<file path="src/rtl/bsg_dramsim3_traffic_pkg.sv">
// Shared types for the DRAMSim3 traffic master.
//   traffic_state_e : sequencing FSM states
//   traffic_cmd_t   : latched trace command {write_not_read, addr}
//   state_is_active : states that count toward elapsed run cycles
package bsg_dramsim3_traffic_pkg;

  // The command register is sized for the widest supported channel address;
  // the top zero-extends narrower addresses into it.
  localparam int unsigned MaxAddrWidth = 64;

  typedef enum logic [2:0] {
    StIdle,
    StFetch,
    StCmd,
    StWdata,
    StDrain,
    StDone
  } traffic_state_e;

  typedef struct packed {
    logic                    write_not_read;
    logic [MaxAddrWidth-1:0] addr;
  } traffic_cmd_t;

  function automatic logic state_is_active(traffic_state_e s);
    return (s == StFetch) || (s == StCmd) || (s == StWdata) || (s == StDrain);
  endfunction

endpackage

</file>
<file path="src/rtl/bsg_dramsim3_read_credit_counter.sv">
// Outstanding-read counter bounding in-flight DRAM reads.
// Ports:
//   clk_i, reset_n_i : clock, async active-low reset
//   up_i             : a read was accepted by DRAM
//   down_i           : a read returned
//   count_o          : registered outstanding count
//   full_o           : count == max_reads_p
//   empty_o          : count == 0
//   underflow_o      : return seen with nothing outstanding (count holds at 0)
module bsg_dramsim3_read_credit_counter #(
  parameter int unsigned max_reads_p = 16,
  localparam int unsigned CountW = $clog2(max_reads_p + 1)
) (
  input  logic              clk_i,
  input  logic              reset_n_i,
  input  logic              up_i,
  input  logic              down_i,
  output logic [CountW-1:0] count_o,
  output logic              full_o,
  output logic              empty_o,
  output logic              underflow_o
);

  logic [CountW-1:0] count_q, count_d;
  logic              inc, dec;

  assign count_o     = count_q;
  assign empty_o     = (count_q == '0);
  assign full_o      = (count_q == CountW'(max_reads_p));
  assign underflow_o = down_i & empty_o;

  always_comb begin
    count_d = count_q;
    // At full a simultaneous return makes room, so the pair nets to no change.
    inc = up_i & (~full_o | down_i);
    dec = down_i & ~empty_o;
    if (inc && !dec) begin
      count_d = count_q + CountW'(1);
    end else if (dec && !inc) begin
      count_d = count_q - CountW'(1);
    end
  end

  always_ff @(posedge clk_i or negedge reset_n_i) begin
    if (!reset_n_i) begin
      count_q <= '0;
    end else begin
      count_q <= count_d;
    end
  end

endmodule

</file>
<file path="src/rtl/bsg_dramsim3_traffic_master.sv">
// Sequencing controller between a trace command FIFO and one DRAMSim3 channel.
// Pops commands, issues them on the DRAM command handshake, supplies write
// data (zero-extended address), bounds outstanding reads, drains after the
// trace ends and keeps read/write/elapsed-cycle statistics.
// Ports:
//   clk_i, reset_n_i             : clock, async active-low reset
//   start_i                      : level, starts the run from IDLE
//   cmd_v_i/cmd_write_not_read_i/cmd_addr_i/cmd_yumi_o : trace command pop
//   cmd_done_i                   : trace exhausted
//   v_o/write_not_read_o/ch_addr_o/yumi_i : DRAM command handshake
//   data_v_o/data_o/data_yumi_i  : DRAM write data handshake
//   data_v_i                     : DRAM read return (content ignored)
//   done_o, error_o              : run complete, sticky protocol error
//   read_count_o/write_count_o/cycle_count_o : saturating statistics
module bsg_dramsim3_traffic_master
  import bsg_dramsim3_traffic_pkg::*;
#(
  parameter int unsigned channel_addr_width_p = 29,
  parameter int unsigned data_width_p         = 512,
  parameter int unsigned max_reads_p          = 16,
  parameter int unsigned count_width_p        = 32
) (
  input  logic                            clk_i,
  input  logic                            reset_n_i,
  input  logic                            start_i,
  input  logic                            cmd_v_i,
  input  logic                            cmd_write_not_read_i,
  input  logic [channel_addr_width_p-1:0] cmd_addr_i,
  output logic                            cmd_yumi_o,
  input  logic                            cmd_done_i,
  output logic                            v_o,
  output logic                            write_not_read_o,
  output logic [channel_addr_width_p-1:0] ch_addr_o,
  input  logic                            yumi_i,
  output logic                            data_v_o,
  output logic [data_width_p-1:0]         data_o,
  input  logic                            data_yumi_i,
  input  logic                            data_v_i,
  output logic                            done_o,
  output logic                            error_o,
  output logic [count_width_p-1:0]        read_count_o,
  output logic [count_width_p-1:0]        write_count_o,
  output logic [count_width_p-1:0]        cycle_count_o
);

  localparam int unsigned CreditW = $clog2(max_reads_p + 1);

  traffic_state_e state_q, state_d;
  traffic_cmd_t   cmd_q, cmd_d;
  logic           error_q, error_d;

  logic [count_width_p-1:0] read_count_q, write_count_q, cycle_count_q;

  logic               read_accept, write_done, drain_clear;
  logic [CreditW-1:0] credit_count;
  logic               credit_full, credit_empty, credit_underflow;

  bsg_dramsim3_read_credit_counter #(
    .max_reads_p(max_reads_p)
  ) u_credit (
    .clk_i      (clk_i),
    .reset_n_i  (reset_n_i),
    .up_i       (read_accept),
    .down_i     (data_v_i),
    .count_o    (credit_count),
    .full_o     (credit_full),
    .empty_o    (credit_empty),
    .underflow_o(credit_underflow)
  );

  // Leave DRAIN as soon as the count is, or is about to become, zero so that
  // DONE follows the last return by one cycle.
  assign drain_clear = credit_empty || ((credit_count == CreditW'(1)) && data_v_i);

  always_comb begin
    state_d     = state_q;
    cmd_d       = cmd_q;
    cmd_yumi_o  = 1'b0;
    read_accept = 1'b0;
    write_done  = 1'b0;
    unique case (state_q)
      StIdle: begin
        if (start_i) state_d = StFetch;
      end
      StFetch: begin
        if (cmd_v_i) begin
          // Credit check is on the registered count only.
          if (cmd_write_not_read_i || !credit_full) begin
            cmd_yumi_o           = 1'b1;
            cmd_d.write_not_read = cmd_write_not_read_i;
            cmd_d.addr           = '0;
            cmd_d.addr[channel_addr_width_p-1:0] = cmd_addr_i;
            state_d              = StCmd;
          end
        end else if (cmd_done_i) begin
          state_d = StDrain;
        end
      end
      StCmd: begin
        if (yumi_i) begin
          if (cmd_q.write_not_read) begin
            state_d = StWdata;
          end else begin
            read_accept = 1'b1;
            state_d     = StFetch;
          end
        end
      end
      StWdata: begin
        if (data_yumi_i) begin
          write_done = 1'b1;
          state_d    = StFetch;
        end
      end
      StDrain: begin
        if (drain_clear) state_d = StDone;
      end
      StDone: begin
        state_d = StDone;
      end
      default: begin
        state_d = StIdle;
      end
    endcase
  end

  assign v_o              = (state_q == StCmd);
  assign data_v_o         = (state_q == StWdata);
  assign done_o           = (state_q == StDone);
  assign write_not_read_o = cmd_q.write_not_read;
  assign ch_addr_o        = cmd_q.addr[channel_addr_width_p-1:0];
  assign error_o          = error_q;
  assign read_count_o     = read_count_q;
  assign write_count_o    = write_count_q;
  assign cycle_count_o    = cycle_count_q;

  always_comb begin
    data_o = '0;
    data_o[channel_addr_width_p-1:0] = cmd_q.addr[channel_addr_width_p-1:0];
  end

  // Handshake acks with no matching valid are flagged and otherwise ignored.
  assign error_d = error_q | credit_underflow | (yumi_i & ~v_o) | (data_yumi_i & ~data_v_o);

  // Upper command-address bits exist only for the widest configuration.
  logic unused_cmd_addr;
  assign unused_cmd_addr = ^cmd_q.addr;

  always_ff @(posedge clk_i or negedge reset_n_i) begin
    if (!reset_n_i) begin
      state_q       <= StIdle;
      cmd_q         <= '0;
      error_q       <= 1'b0;
      read_count_q  <= '0;
      write_count_q <= '0;
      cycle_count_q <= '0;
    end else begin
      state_q <= state_d;
      cmd_q   <= cmd_d;
      error_q <= error_d;
      if (read_accept && (read_count_q != '1)) begin
        read_count_q <= read_count_q + count_width_p'(1);
      end
      if (write_done && (write_count_q != '1)) begin
        write_count_q <= write_count_q + count_width_p'(1);
      end
      if (state_is_active(state_q) && (cycle_count_q != '1)) begin
        cycle_count_q <= cycle_count_q + count_width_p'(1);
      end
    end
  end

endmodule

</file>
<file path="config.mk">
export PLATFORM = sky130hd
export DESIGN_NAME = bsg_dramsim3_traffic_master
export DESIGN_NICKNAME = d
export VERILOG_FILES = /design/src/rtl/bsg_dramsim3_traffic_pkg.sv /design/src/rtl/bsg_dramsim3_read_credit_counter.sv /design/src/rtl/bsg_dramsim3_traffic_master.sv
export SDC_FILE = /design/constraint.sdc
export NUM_CORES = 1
export LEC_CHECK = 0
export CORE_AREA = 2 2 268 270
export CTS_BUF_LIST = sky130_fd_sc_hd__clkbuf_8
export DETAILED_ROUTE_END_ITERATION = 8
export DIE_AREA = 0 0 270 272
export GPL_ROUTABILITY_DRIVEN = 1
export PLACE_DENSITY = 0.44
export SYNTH_ARGS = -nofsm -noshare
export SYNTH_HDL_FRONTEND = slang
export SYNTH_HIERARCHICAL = 1
export SYNTH_SLANG_ARGS = --single-unit
export TNS_END_PERCENT = 10
</file>
<file path="constraint.sdc">
create_clock -name clk_i -period 2.9 [get_ports clk_i]
set_input_delay 0.58 -clock clk_i [delete_from_list [all_inputs] [get_ports clk_i]]
set_output_delay 0.58 -clock clk_i [all_outputs]
set_load 0.1 [all_outputs]
</file>
# --- Word-level counts from Yosys, hierarchy flattened ---
# Cells that the tools add are included.
op_classes:
  addsub: 5
  n_eq_ne: 16
  bitwise: 13
  muxes: 19
  reduce_logical: 19
  shifts: 0
  n_div: 0
  mul: 0
  n_lt_le_gt_ge: 0
op_table:
  columns: ["operator", "count"]
  rows:
  - ["32-bit by 1-bit adder with 32-bit output, second input constant", 3]
  - ["32-bit != test, second input constant", 3]
  - ["3-bit 2-to-1 mux", 7]
  - ["3-bit case mux with 6 select lines", 1]
  - ["5-bit 2-to-1 mux", 2]
  - ["1-bit 2-to-1 mux", 8]
  - ["3-bit by 2-bit == test with 1-bit output, second input constant", 2]
  - ["3-bit == test, second input constant", 2]
  - ["1-bit logical AND", 6]
  - ["3-bit != test, second input constant", 2]
  - ["6-bit AND reduction", 1]
  - ["5-bit by 1-bit adder with 5-bit output, second input constant", 1]
  - ["1-bit AND", 5]
  - ["5-bit by 1-bit == test with 1-bit output, second input constant", 1]
  - ["5-bit == test, second input constant", 1]
  - ["5-bit logical NOT", 1]
  - ["1-bit logical OR", 5]
  - ["5-bit by 1-bit subtractor with 5-bit output, second input constant", 1]
  - ["2-bit by 1-bit != test with 1-bit output, second input constant", 2]
  - ["2-bit != test, second input constant", 2]
  - ["1-bit inverter", 4]
  - ["1-bit bitwise OR", 4]
  - ["3-bit by 1-bit == test with 1-bit output, second input constant", 1]
  - ["1-bit logical NOT", 3]
  - ["4 further kinds", 4]
totals:
  out_inout_bits: 643
  mem_count: 0
  ramBits: 0
  romBits: 0
  elab_cells: 80
  inputBits: 38
  register_bits: 135
  latch_bits: 0

# --- Depth between registers and ports, before layout ---
# Gate-level depths: netlist of the first run.
logic_depth:
  ltp_word: 8
  mapped_depth: 10
  ltp_nobuf: 9

# --- Cells and area by module ---
# Netlist of the first run, hierarchy kept.
modules_own_cells:
  columns: ["module", "area_each_um2", "n_inst", "cells_each"]
  rows:
  - ["bsg_dramsim3_traffic_master", 9952.0, 1, 1041]
  - ["bsg_dramsim3_read_credit_counter", 422.9, 1, 45]

# --- Worst setup path after synthesis of the first run ---
# No wires, ideal clock.
synth_timing:
  kind: "reg2reg"
  start: "register cmd_q, in the netlist write_not_read_o"
  end: "register u_credit.count_q[4], in the netlist u_credit/count_o[4]"
  arrival_ps: 2828
  n_path_buf: 0
  slack_ps: -59
  required_time_ps: 2769
  stages_incl_launch_ff: 9
  cell_sequence: "dfrtp_1 > nor3_2 > a21boi_1 > ha_1 > inv_1 > ha_1 > or4_1 > o211ai_2 > o211ai_1"
synth_between:
  elab_chain_cells: 7
synth_rtl:
  columns: ["item", "line", "source"]
  rows:
  - ["from (decl)", "bsg_dramsim3_traffic_master.sv:49", "traffic_cmd_t cmd_q, cmd_d;"]
  - ["from (signal assigned)", "bsg_dramsim3_traffic_master.sv:159", "cmd_q <= cmd_d;"]
  - ["1-bit 2-to-1 mux (*)", "bsg_dramsim3_traffic_master.sv:101", "if (cmd_q.write_not_read) begin"]
  - ["1-bit 2-to-1 mux (*)", "bsg_dramsim3_traffic_master.sv:100", "if (yumi_i) begin"]
  - ["1-bit 2-to-1 mux (*)", "bsg_dramsim3_traffic_master.sv:81", "unique case (state_q)"]
  - ["named net read_accept", "bsg_dramsim3_traffic_master.sv:54", "logic read_accept, write_done, drain_clear;"]
  - ["1-bit AND (*)", "bsg_dramsim3_read_credit_counter.sv:35", "inc = up_i & (~full_o | down_i);"]
  - ["1-bit logical NOT", "bsg_dramsim3_read_credit_counter.sv:39", "end else if (dec && !inc) begin"]
  - ["1-bit logical AND", "bsg_dramsim3_read_credit_counter.sv:39", null]
  - ["2-bit nonzero test (no source line)", null, null]
  - ["to (signal assigned)", "bsg_dramsim3_read_credit_counter.sv:48", "count_q <= count_d;"]
  - ["to (decl)", "bsg_dramsim3_read_credit_counter.sv:24", "logic [CountW-1:0] count_q, count_d;"]
# The timed path passes the listed nets; every way through them passes the cells marked *.
# A chain may end at the register's enable or synchronous reset.

# --- Worst setup path after layout of the first run ---
layout_timing:
  start: "input port cmd_v_i"
  end: "output port cmd_yumi_o"
layout_between:
  elab_chain_cells: 2
layout_rtl:
  columns: ["item", "line", "source"]
  rows:
  - ["from (decl)", "bsg_dramsim3_traffic_master.sv:26", "input logic cmd_v_i,"]
  - ["1-bit 2-to-1 mux", "bsg_dramsim3_traffic_master.sv:86", "if (cmd_v_i) begin"]
  - ["1-bit 2-to-1 mux", "bsg_dramsim3_traffic_master.sv:81", null]
  - ["to (decl)", "bsg_dramsim3_traffic_master.sv:29", "output logic cmd_yumi_o,"]
# Every way passes these cells.

==> metrics.txt, run 1 <==
grt met1 use=0.08376; hold slack final=about 0.47 ns; fraction of synthesized cell area taken by the top area cell type=0.3712; YS warnings=6; post-route setup slack=0.2018 ns; drt initial violations=approximately 210; post-synth cell types=just under 60; fin util=0.1659; design area=~12000 um2; share of cells above drive strength 1=0.2129; count of clock tree sinks=135; DIE HEIGHT=roughly 270 um; Synth area leaders=sky130_fd_sc_hd__buf_4 37%, sky130_fd_sc_hd__dfrtp_1 33%, sky130_fd_sc_hd__xnor2_1 6.4%, sky130_fd_sc_hd__mux2_2 3.8%, sky130_fd_sc_hd__nand4_1 2.5%; FMAX=0.3706 GHz; max-slew violations=0; required time of the critical path=around 2.3 ns; depth of the CTS H-tree=4; initial core utilization=0.1466; final critical path time including I/O delays and setup=2.698 ns; maximum number of pins on one net before global-route repair=53; Remaining DRCs=0; final weighted congestion in routability-driven placement=approximately 0.75; most used cells in the layout excluding fill and tap cells=483 x sky130_fd_sc_hd__conb_1, 182 x sky130_fd_sc_hd__buf_4, 134 x sky130_fd_sc_hd__dfrtp_1; library cell with the largest summed area after synthesis=sky130_fd_sc_hd__buf_4; flip-flop and latch count after synthesis=135; number of instances in the synthesized netlist=between 1000 and 1500; Total Nets Final=1334; DRT Wirelength=26530 um; Crit Path Class=in2out; setup violators final=0; average size of a mapped cell=9.553 um2; via/cell ratio=roughly 2.9; final clock period utilization by the worst path=0.9304; met3 demand-to-capacity share in global routing=0.02618; highest-utilization routing layer at the global route stage=met2; placed instance area=11310 um2; standard cell core area=slightly above 70000 um2; slew at the pin closest to its max-slew limit=~0.64 ns; number of enable-type register cells in the synthesized netlist=0; arrival time worst endpoint=~2.1 ns; Critical Path Fanout Max=2; Filler cells=between 8000 and 9000; CTS Buf Count=17; clock slew at reported path FFs=approximately 0.090 ns; post-CTS setup buffer count=0; Port Buffer Count=slightly below 200; grt ovf=0; most frequent standard cell in the layout excluding fill and tap cells=sky130_fd_sc_hd__conb_1; antenna violations before repair=4; CTS tree=yes; max-capacitance violation count=0; relative area change from synthesis to final layout=13.11%; run status=finished, final reports clean; CTS max path bufs=2; power density over the cells=1117 nW/um2; die outline area=roughly 73000 um2; worst rel slew slack=0.5667; type of the worst min-delay path=reg2reg; remaining number of nets flagged by the antenna check after routing=0; global-route wire length before repair=37020 um; total count of hold-check failures in the final report=0; Post-Syn Area=roughly 10000 um2; source-to-sink clock delay at the later pin of the worst-skew pair=around 0.53 ns; Leak Pwr=~5.7 nW; minimum setup slack among reg-to-reg paths=0.23 ns; placed wire-length estimate=~21000 um; Global Route met2 Usage=0.1063; via count of the routed design=approximately 6600; asr flop ratio synth=1.000; First-pass DRT Iterations=4; die width=about 270 um; FP Rows=~100; final worst clock skew=0.01561 ns; fraction of the yosys area taken by sequential cells=0.3256; WL/cell=around 12 um; overall fraction of global-route tracks in use=0.06804; Final Instance Count excl. Fillers=2252; number of primary I/O pins=~680; peak supply drop=just under 0.001 V; via count of the first global-routing pass=5567; Main synth FF type=sky130_fd_sc_hd__dfrtp_1; Worst Setup End Kind=output port; placed cell count=between 2000 and 2500; worst slack at placement=-0.02004 ns; Worst setup SP type=input pin; setup repair after global routing missed its margin=false; Clk Tree Root Cell=sky130_fd_sc_hd__clkbuf_8
## state kept, by name, indices dropped and copies added, names as in the netlist
name,flops
state_q,3
error_o,1
cycle_count_o,32
write_count_o,32
read_count_o,32
u_credit/count_o,5
write_not_read_o,1
ch_addr_o,29
## power by group
part | total [W] | internal (W) | switching (W)
sequential | 0.00261 | 0.00224 | 0.000377
clock | 0.00172 | 0.000815 | 0.000909
combinational | 0.00877 | 0.00132 | 0.00745
## cells in the mapped netlist (2+ instances only)
master	number
sky130_fd_sc_hd__a21oi_1	10
sky130_fd_sc_hd__a31oi_1	3
sky130_fd_sc_hd__and2_1	12
sky130_fd_sc_hd__and3_1	21
sky130_fd_sc_hd__and3b_1	2
sky130_fd_sc_hd__and4_1	12
sky130_fd_sc_hd__buf_2	2
sky130_fd_sc_hd__buf_4	513
sky130_fd_sc_hd__buf_6	2
sky130_fd_sc_hd__clkbuf_1	6
sky130_fd_sc_hd__dfrtp_1	135
sky130_fd_sc_hd__ha_1	7
sky130_fd_sc_hd__inv_1	12
sky130_fd_sc_hd__mux2_2	35
sky130_fd_sc_hd__nand2_1	39
sky130_fd_sc_hd__nand2b_1	3
sky130_fd_sc_hd__nand3_1	45
sky130_fd_sc_hd__nand3b_1	3
sky130_fd_sc_hd__nand4_1	42
sky130_fd_sc_hd__nand4_2	3
sky130_fd_sc_hd__nor2_1	22
sky130_fd_sc_hd__nor2b_1	3
sky130_fd_sc_hd__nor3_1	10
sky130_fd_sc_hd__nor3_2	2
sky130_fd_sc_hd__nor3b_1	4
sky130_fd_sc_hd__nor4_1	5
sky130_fd_sc_hd__nor4_2	3
sky130_fd_sc_hd__nor4b_1	2
sky130_fd_sc_hd__o211ai_2	2
sky130_fd_sc_hd__o21a_1	2
sky130_fd_sc_hd__o21ai_0	4
sky130_fd_sc_hd__or3_1	3
sky130_fd_sc_hd__or4_1	3
sky130_fd_sc_hd__xnor2_1	76
sky130_fd_sc_hd__xor2_1	14
## layer usage
metal / vias to the layer above / part of all wire
met4: 4 / 0.014
met1: 3180 / 0.42
li1: 3020 / -
met2: 317 / 0.49
met3: 30 / 0.078
met5: - / 0.00075
## final timing paths
path | startpoint | endpoint | cells past startpoint
setup reg to reg | u_credit/count_o[1] | u_credit/count_o[4] | 9
hold reg to reg | error_o | error_o | 2
max in group asynchronous | reset_n_i | write_count_o[12] | 3
hold / removal | error_o | error_o | 2
min in group asynchronous | reset_n_i | ch_addr_o[1] | 2
setup / recovery | cmd_v_i | cmd_yumi_o | 6
## cells by family after synthesis
group | Yosys count | share of synthesized area
other | 1 | 0.0003614
AO/OA/AOI/OAI | 34 | 0.02786
XOR/XNOR | 90 | 0.07598
buffers and inverters | 536 | 0.3812
AND/OR/NAND/NOR | 246 | 0.1397
multiplexers | 36 | 0.03895
adder cells (fa/ha/maj) | 8 | 0.01037
flip-flops | 135 | 0.3256
## final cells by class
| class | count | area (um2) | share of cell area |
|---|---|---|---|
| multi-input cells | 897 | 4863 | 0.4144 |
| flip-flops and latches | 135 | 3379 | 0.2880 |
| repair buffers | 225 | 1848 | 0.1575 |
| well taps | 950 | 1189 | 0.1013 |
| clock buffers | 19 | 261.5 | 0.02228 |
| clock inverters | 13 | 146.4 | 0.01247 |
| inverters | 12 | 45.04 | 0.003838 |
| diodes | 1 | 2.502 | 0.0002132 |
## critical path, stage by stage
cell and delay, ns:
sky130_fd_sc_hd__clkdlybuf4s50_1 0.62, sky130_fd_sc_hd__inv_1 0.12, sky130_fd_sc_hd__nor4b_2 0.38, sky130_fd_sc_hd__o21ai_4 0.12
sky130_fd_sc_hd__inv_1 0.11, sky130_fd_sc_hd__buf_12 0.18
## per-stage QoR
stage	power [W]	TNS, ns
finish	0.01311	0
global route	0.01362	0
CTS	0.01332	0
detailed placement	0.01148	-0.02004
global placement	0.01145	-0.003506
floorplan	0.01078	0
## timing repair
action / 4_1_cts / 5_1_grt
hold buffers: 1 / 0
setup endpoints to repair: 0 / 1
hold endpoints to repair: 37 / 0
resized for setup: 0 / 1
Power figures use the tool's default switching activity.
==> inputs of run 2 (changes only) <==
--- a/config.mk
+++ b/config.mk
@@ -5,12 +5,13 @@
 export SDC_FILE = /design/constraint.sdc
 export NUM_CORES = 1
 export LEC_CHECK = 0
-export CORE_AREA = 2 2 268 270
+export ABC_AREA = 1
+export CORE_AREA = 2 2 262 264
 export CTS_BUF_LIST = sky130_fd_sc_hd__clkbuf_8
 export DETAILED_ROUTE_END_ITERATION = 8
-export DIE_AREA = 0 0 270 272
+export DIE_AREA = 0 0 264 266
 export GPL_ROUTABILITY_DRIVEN = 1
-export PLACE_DENSITY = 0.44
+export PLACE_DENSITY = 0.48
 export SYNTH_ARGS = -nofsm -noshare
 export SYNTH_HDL_FRONTEND = slang
 export SYNTH_HIERARCHICAL = 1
==> run 2 against run 1 <==
  * Global-route usage grew 1.4 points
  * Setup slack gained 0.21 ns
  * Clock skew is 0.0038 ns higher
  * Register-to-register slack better by 0.47 ns
  * Design area rose by 13%
  * Cell count rose by 28%
  * Sequential share of layout area down 3.2 points
  * Critical path type is now reg2out
  * Critical endpoint unchanged
  * Largest cell class unchanged
==> metrics.txt, run 2 <==
CTS tree=yes; maximum number of pins on one net before global-route repair=73 (+38%); final worst clock skew=0.01940 ns (+0.003789 ns); standard cell core area=67750 um2 (-4.2%); total count of hold-check failures in the final report=0 (unchanged); number of enable-type register cells in the synthesized netlist=0 (unchanged); slew at the pin closest to its max-slew limit=0.5395 ns (-0.1051 ns); portion of netlist area occupied by mux cells=0 (-0.03895); NetSw=0.008596 W (-1.6%); endpoint of the worst-slack reg-to-reg timing path=cycle_count_o[5]; initial core utilization=0.1793 (+0.03264); startpoint of the most critical register-to-register path=cycle_count_o[0]; sequential cell area=3378 um2 (about the same); clock slew at reported path FFs=0.09 ns (about the same); die width=264 um (-2.2%); max-slew violations=0 (unchanged); run status=finished, final reports clean; worst slack at placement=0.1682 ns (+0.1883 ns); number of instances in the synthesized netlist=1813 (+67%); slowest cell on the critical path=sky130_fd_sc_hd__dfrtp_1; fraction of the yosys area taken by sequential cells=0.2781 (-0.04747); combinational group share of total power=0.651 (-0.018); overall fraction of global-route tracks in use=0.08208 (+0.01405); final clock period utilization by the worst path=0.8583 (-0.07214); depth of the CTS H-tree=4 (unchanged); area of the multi-input gates=6203 um2 (+28%); Leak Pwr=6.929 nW (+22%); antenna violations before repair=1 (-3); Remaining DRCs=0 (unchanged); post-CTS setup buffer count=0 (unchanged); via count of the routed design=9451 (+44%); die outline area=70220 um2 (-4.4%); flip-flop and latch count after synthesis=135 (unchanged); Worst Setup End Kind=output port; fraction of synthesized cell area taken by the top area cell type=0.3183 (-0.05287); delay contributed by the slowest stage of the critical path=0.46 ns (-0.16 ns); Total Nets Final=2032 (+52%); arrival time worst endpoint=1.91 ns (-0.21 ns); YS warnings=6 (unchanged); max-capacitance violation count=0 (unchanged); Critical Path Fanout Max=5 (+3); fraction of the mapped netlist area in compound gates=0.01247 (-0.01539); required time of the critical path=2.32 ns (about the same); fin util=0.1949 (+0.02904); minimum setup slack among reg-to-reg paths=0.70 ns (+0.47 ns); setup violators final=0 (unchanged); relative contribution of sequential cells to total power=0.203 (+0.004); average size of a mapped cell=6.699 um2 (-30%); final critical path time including I/O delays and setup=2.489 ns (-0.2092 ns); xor/xnor share of the synthesized area=0.02596 (-0.05002); grt ovf=0 (unchanged); via count of the first global-routing pass=8215 (+48%); type of the worst min-delay path=in2async; Adder-Cell Fraction of Synth Area=0.008860 (-0.001512); WL/cell=10.29 um (-13%); proportion of power drawn by the clock network=0.146 (+0.015); setup repair after global routing missed its margin=false; Port Buffer Count=197 (unchanged); CTS Buf Count=17 (unchanged); Post-Syn Area=12150 um2 (+17%); final weighted congestion in routability-driven placement=0.8242 (+9.2%); relative area change from synthesis to final layout=8.715%; CTS max path bufs=2 (unchanged); share of total power consumed by net switching=0.6697 (+0.003293); via/cell ratio=3.279 (+13%); source-to-sink clock delay at the later pin of the worst-skew pair=0.52 ns (about the same); global-route wire length before repair=44960 um (+21%); DIE HEIGHT=266 um (-2.2%); Crit Path Class=reg2out; chain of cells forming the critical path=nor2_1 > nand2_1 > nor2_1 > nand2_1 > nand3_1 > inv_1 > buf_12; library cell with the largest summed area after synthesis=sky130_fd_sc_hd__buf_4; count of clock tree sinks=135 (unchanged); number of primary I/O pins=681 (unchanged); cell-internal power=0.004239 W (-3.1%); Worst setup SP type=flip-flop; peak supply drop=0.0009423 V (-3.5%); number of gates given a new drive strength after cts=0 (unchanged); most used cells in the layout excluding fill and tap cells=706 x sky130_fd_sc_hd__nand2_1, 483 x sky130_fd_sc_hd__conb_1, 173 x sky130_fd_sc_hd__nor2_1; worst rel slew slack=0.6398 (+0.07312); FP Rows=96 (-2.0%); share of cells above drive strength 1=0.1106 (-0.1024); final-layout setup total negative slack=0 ns (unchanged); top cells by instance count after synthesis=706 x sky130_fd_sc_hd__nand2_1, 515 x sky130_fd_sc_hd__buf_4, 173 x sky130_fd_sc_hd__nor2_1; Clk Tree Root Cell=sky130_fd_sc_hd__clkbuf_8; FMAX=0.4018 GHz (+8.4%); asr flop ratio synth=1.000 (unchanged); post-route setup slack=0.4110 ns (+0.2092 ns); Filler cells=7871 (-1.8%); most numerous cell in the Yosys netlist=sky130_fd_sc_hd__nand2_1; dominant combinational cell family by area after synthesis=buffers and inverters; DRT Wirelength=29660 um (+12%); drt initial violations=449 (+120%); R2R cell count=9 (unchanged); Synth area leaders=sky130_fd_sc_hd__buf_4 32%, sky130_fd_sc_hd__dfrtp_1 28%, sky130_fd_sc_hd__nand2_1 22%, sky130_fd_sc_hd__nor2_1 5.3%, sky130_fd_sc_hd__inv_1 3.0%; count of hold buffers inserted by post-cts repair=1 (unchanged); power density over the cells=972.1 nW/um2 (-13%); post-synth cell types=29 (-51%); most frequent standard cell in the layout excluding fill and tap cells=sky130_fd_sc_hd__nand2_1; synthesized-area fraction occupied by and/or/nand/nor cells=0.3142 (+0.1746); placed wire-length estimate=23130 um (+8.4%); Main synth FF type=sky130_fd_sc_hd__dfrtp_1; remaining number of nets flagged by the antenna check after routing=0 (unchanged); First-pass DRT Iterations=5 (+1)
## run 2: cell count changes after synthesis, sizes merged, moves of 10 or more
cell   change
a21oi     -10
and2      -12
and3      -21
and4      -12
buf       +11
inv       +91
mux2      -35
nand2    +676
nand3     +13
nand4     -36
nor2     +156
o21ai     +23
xnor2     -60
## run 2: routing by layer
metal	GRT usage	share of wire
met5	0	0
met4	0.03256	0.017
met3	0.02181	0.059
met2	0.1359	0.49
met1	0.1012	0.44
## run 2: through the flow
stage	hold slack, ns	cell area (um2)	cells	total power (W)
final	0.4260	13200	2882	0.01284
after global placement	0.4043	12750	2848	0.01104
after floorplan	0.2844	13950	2295	0.01055
after CTS	0.3339	13200	2881	0.01302
after detailed placement	0.4078	12750	2848	0.01104
after global routing	0.3706	13200	2882	0.01338
## run 2: final cells by class
class | count | share of cell area
antenna | 1 | 0.0001895
clock buffer | 19 | 0.01980
clock inverter | 13 | 0.01346
inverter | 103 | 0.02947
multi-input combinational | 1522 | 0.4698
sequential | 135 | 0.2559
tap | 882 | 0.08358
timing repair buffer | 207 | 0.1278
## run 2: power groups by stage
stage | combinational, W | clock, W | sequential (W)
final | 0.00835 | 0.00188 | 0.00260
after global routing | 0.00866 | 0.00205 | 0.00267
after CTS | 0.00840 | 0.00201 | 0.00261
after global placement | 0.00839 | 0 | 0.00265
after detailed placement | 0.00840 | 0 | 0.00263
after floorplan | 0.00611 | 0 | 0.00444
## run 2: worst max path at each step
stage                              from  slack (ns)  cells after the start                   to
finish              u_credit/count_o[1]        0.41                      7           cmd_yumi_o
detailed placement               yumi_i        0.17                     12  u_credit/count_o[4]
CTS                 u_credit/count_o[0]        0.25                      7           cmd_yumi_o
global placement                 yumi_i        0.18                     12  u_credit/count_o[4]
floorplan           u_credit/count_o[0]        0.37                      7           cmd_yumi_o
global route        u_credit/count_o[0]        0.19                      7           cmd_yumi_o
## run 2: kinds of logic (layout without fill, tap and decap cells)
logic type / Yosys count / count (layout)
AND/OR/NAND/NOR: 966 / 966
buffers and inverters: 638 / 342
flip-flops: 135 / 135
XOR/XNOR: 36 / 36
AO/OA/AOI/OAI: 29 / 29
adder cells (fa/ha/maj): 8 / 8
other: 1 / 484
## run 2: critical path: cells and delay by family (launching register included)
kind                   cells  cell delay, ns
and+or+nand+nor            5            0.62
DFF                        1            0.46
buffers and inverters      2            0.30
==> inputs of run 3 (changes only) <==
--- a/config.mk
+++ b/config.mk
@@ -6,10 +6,9 @@
 export NUM_CORES = 1
 export LEC_CHECK = 0
 export ABC_AREA = 1
-export CORE_AREA = 2 2 262 264
-export CTS_BUF_LIST = sky130_fd_sc_hd__clkbuf_8
+export CORE_AREA = 2 2 265 267
 export DETAILED_ROUTE_END_ITERATION = 8
-export DIE_AREA = 0 0 264 266
+export DIE_AREA = 0 0 267 269
 export GPL_ROUTABILITY_DRIVEN = 1
 export PLACE_DENSITY = 0.48
 export SYNTH_ARGS = -nofsm -noshare
==> run 3 against run 2 <==
  * Utilization hardly changed
  * Hold slack got worse by 0.31 ns
  * Die area grew 2.3%
  * Total power rose by 4.7%
  * Sequential share of layout area shrank 0.55 points
  * Maximum frequency grew 1.5%
==> metrics.txt, run 3 (synthesis gave the netlist of run 2 again) <==
hold slack final=0.1194 ns (-0.3066 ns); clock slew at reported path FFs=0.06 ns (-0.03 ns); via count of the routed design=9410 (-0.43%); remaining number of nets flagged by the antenna check after routing=0 (unchanged); via count of the first global-routing pass=8189 (-0.32%); placed instance area=12860 um2 (+0.86%); most used cells in the layout excluding fill and tap cells=706 x sky130_fd_sc_hd__nand2_1, 483 x sky130_fd_sc_hd__conb_1, 173 x sky130_fd_sc_hd__nor2_1; DRT Wirelength=30420 um (+2.5%); drt initial violations=379 (-16%); share of cells above drive strength 1=0.1128 (+0.002275); final-layout setup total negative slack=0 ns (unchanged); overall power=0.01344 W (+4.7%); arrival time worst endpoint=1.87 ns (-0.04 ns); final critical path time including I/O delays and setup=2.451 ns (-0.03776 ns); standard cell core area=69300 um2 (+2.3%); post-route setup slack=0.4488 ns (+0.03776 ns); slowest cell on the critical path=sky130_fd_sc_hd__dfrtp_1; Total Nets Final=2036 (+0.20%); count of clock tree sinks=135 (unchanged); type of the worst min-delay path=in2async; FMAX=0.4080 GHz (+1.5%); count of hold buffers inserted by post-cts repair=0 (-1); initial core utilization=0.1753 (-0.004023); sequential cell area=3378 um2 (unchanged); die outline area=71820 um2 (+2.3%); final worst clock skew=0.01242 ns (-0.006983 ns); depth of the CTS H-tree=4 (unchanged); required time of the critical path=2.32 ns (about the same); Critical Path Fanout Max=5 (unchanged); worst slack at placement=0.1820 ns (+0.01377 ns); power density over the cells=995.9 nW/um2 (+2.5%); Port Buffer Count=197 (unchanged); number of primary I/O pins=681 (unchanged); CTS tree=yes; antenna cells=0 (-1); DIE HEIGHT=269 um (+1.1%); overall fraction of global-route tracks in use=0.08280 (+0.0007145); CTS max path bufs=2 (unchanged); chain of cells forming the critical path=nor2_1 > nand2_1 > nor2_1 > nand2_1 > nand3_1 > inv_1 > buf_12; First-pass DRT Iterations=4 (-1); number of gates given a new drive strength after cts=0 (unchanged); Worst setup SP type=flip-flop; CTS Buf Count=17 (unchanged); max-capacitance violation count=0 (unchanged); slew at the pin closest to its max-slew limit=0.6539 ns (+0.1143 ns); Clk Tree Root Cell=sky130_fd_sc_hd__clkbuf_16; relative area change from synthesis to final layout=11.11%; worst rel slew slack=0.5641 (-0.07570); Remaining DRCs=0 (unchanged); setup violators final=0 (unchanged); placed wire-length estimate=24060 um (+4.0%); post-CTS setup buffer count=0 (unchanged); setup repair after global routing missed its margin=false; Worst Setup End Kind=output port; source-to-sink clock delay at the later pin of the worst-skew pair=0.47 ns (-0.05 ns); area of the multi-input gates=6203 um2 (unchanged); family with the most delay on the worst path=simple AND/OR/NAND/NOR gates; peak supply drop=0.001069 V (+13%); Leak Pwr=7.019 nW (+1.3%); maximum number of pins on one net before global-route repair=61 (-16%); most frequent standard cell in the layout excluding fill and tap cells=sky130_fd_sc_hd__nand2_1; global-route wire length before repair=46010 um (+2.3%); final weighted congestion in routability-driven placement=0.8190 (-0.63%); grt ovf=0 (unchanged); FP Rows=97 (+1.0%); Filler cells=8025 (+2.0%); design area=13490 um2 (+2.2%); final clock period utilization by the worst path=0.8452 (-0.01302); total buffers and inverters traversed by the critical path=2 (unchanged); delay contributed by the slowest stage of the critical path=0.44 ns (-0.02 ns); Crit Path Class=reg2out; via/cell ratio=3.197 (-2.5%); WL/cell=10.33 um (+0.41%); die width=267 um (+1.1%); run status=finished, final reports clean; max-slew violations=0 (unchanged); total count of hold-check failures in the final report=0 (unchanged); antenna violations before repair=1 (unchanged)
## run 3: worst paths after layout
| check | from | to | slack (ns) | cells after the start |
|---|---|---|---|---|
| worst min register to register | error_o | error_o | 0.50 | 2 |
| min in group clk_i | error_o | error_o | 0.50 | 2 |
| worst max-delay path | u_credit/count_o[0] | cmd_yumi_o | 0.45 | 7 |
| max in group asynchronous | reset_n_i | write_count_o[18] | 2.12 | 2 |
| worst min-delay path | reset_n_i | read_count_o[23] | 0.12 | 1 |
| worst max register to register | state_q[0] | u_credit/count_o[4] | 0.69 | 12 |
## run 3: routing by layer
layer / track usage / part of all wire / vias to the layer above
li1: - / - / 4849
met5: 0 / 0.00039 / -
met3: 0.02155 / 0.056 / 26
met4: 0.03219 / 0.015 / 2
met2: 0.1354 / 0.49 / 321
met1: 0.1040 / 0.44 / 4212
## run 3: layout make-up
type,count,area share
Multi-Input combinational cell,1522,0.4597
Sequential cell,135,0.2503
Timing Repair Buffer,211,0.1271
Tap cell,940,0.08716
Clock buffer,21,0.03412
Inverter,103,0.02884
Clock inverter,11,0.01270
## run 3: worst reg2reg max path, cell delays in order (launching register included)
cell and delay (ns):
sky130_fd_sc_hd__dfrtp_1 0.44, sky130_fd_sc_hd__inv_1 0.10, sky130_fd_sc_hd__nand3_1 0.11, sky130_fd_sc_hd__nor3_2 0.17
sky130_fd_sc_hd__a21boi_1 0.21, sky130_fd_sc_hd__ha_1 0.18, sky130_fd_sc_hd__inv_1 0.10, sky130_fd_sc_hd__ha_1 0.33
sky130_fd_sc_hd__or2_4 0.26, sky130_fd_sc_hd__nand2_1 0.07, sky130_fd_sc_hd__nand2_1 0.04, sky130_fd_sc_hd__nand3_1 0.05
sky130_fd_sc_hd__nand2_1 0.05
## run 3: stage by stage
stage,cells,util
final,2943,0.1947
after global routing,2943,0.1947
after CTS,2943,0.1947
after detailed placement,2911,0.1856
after global placement,2911,0.1856
after floorplan,2295,-
## run 3: where the power goes
| group | total [W] | internal (W) | leakage (nW) | switching [W] |
|---|---|---|---|---|
| Clock | 0.00246 | 0.00149 | 0.304 | 0.000973 |
| Sequential | 0.00262 | 0.00221 | 1.81 | 0.000409 |
| Combinational | 0.00836 | 0.00105 | 4.90 | 0.00731 |
| Total | 0.0134 | 0.00475 | 7.02 | 0.00869 |
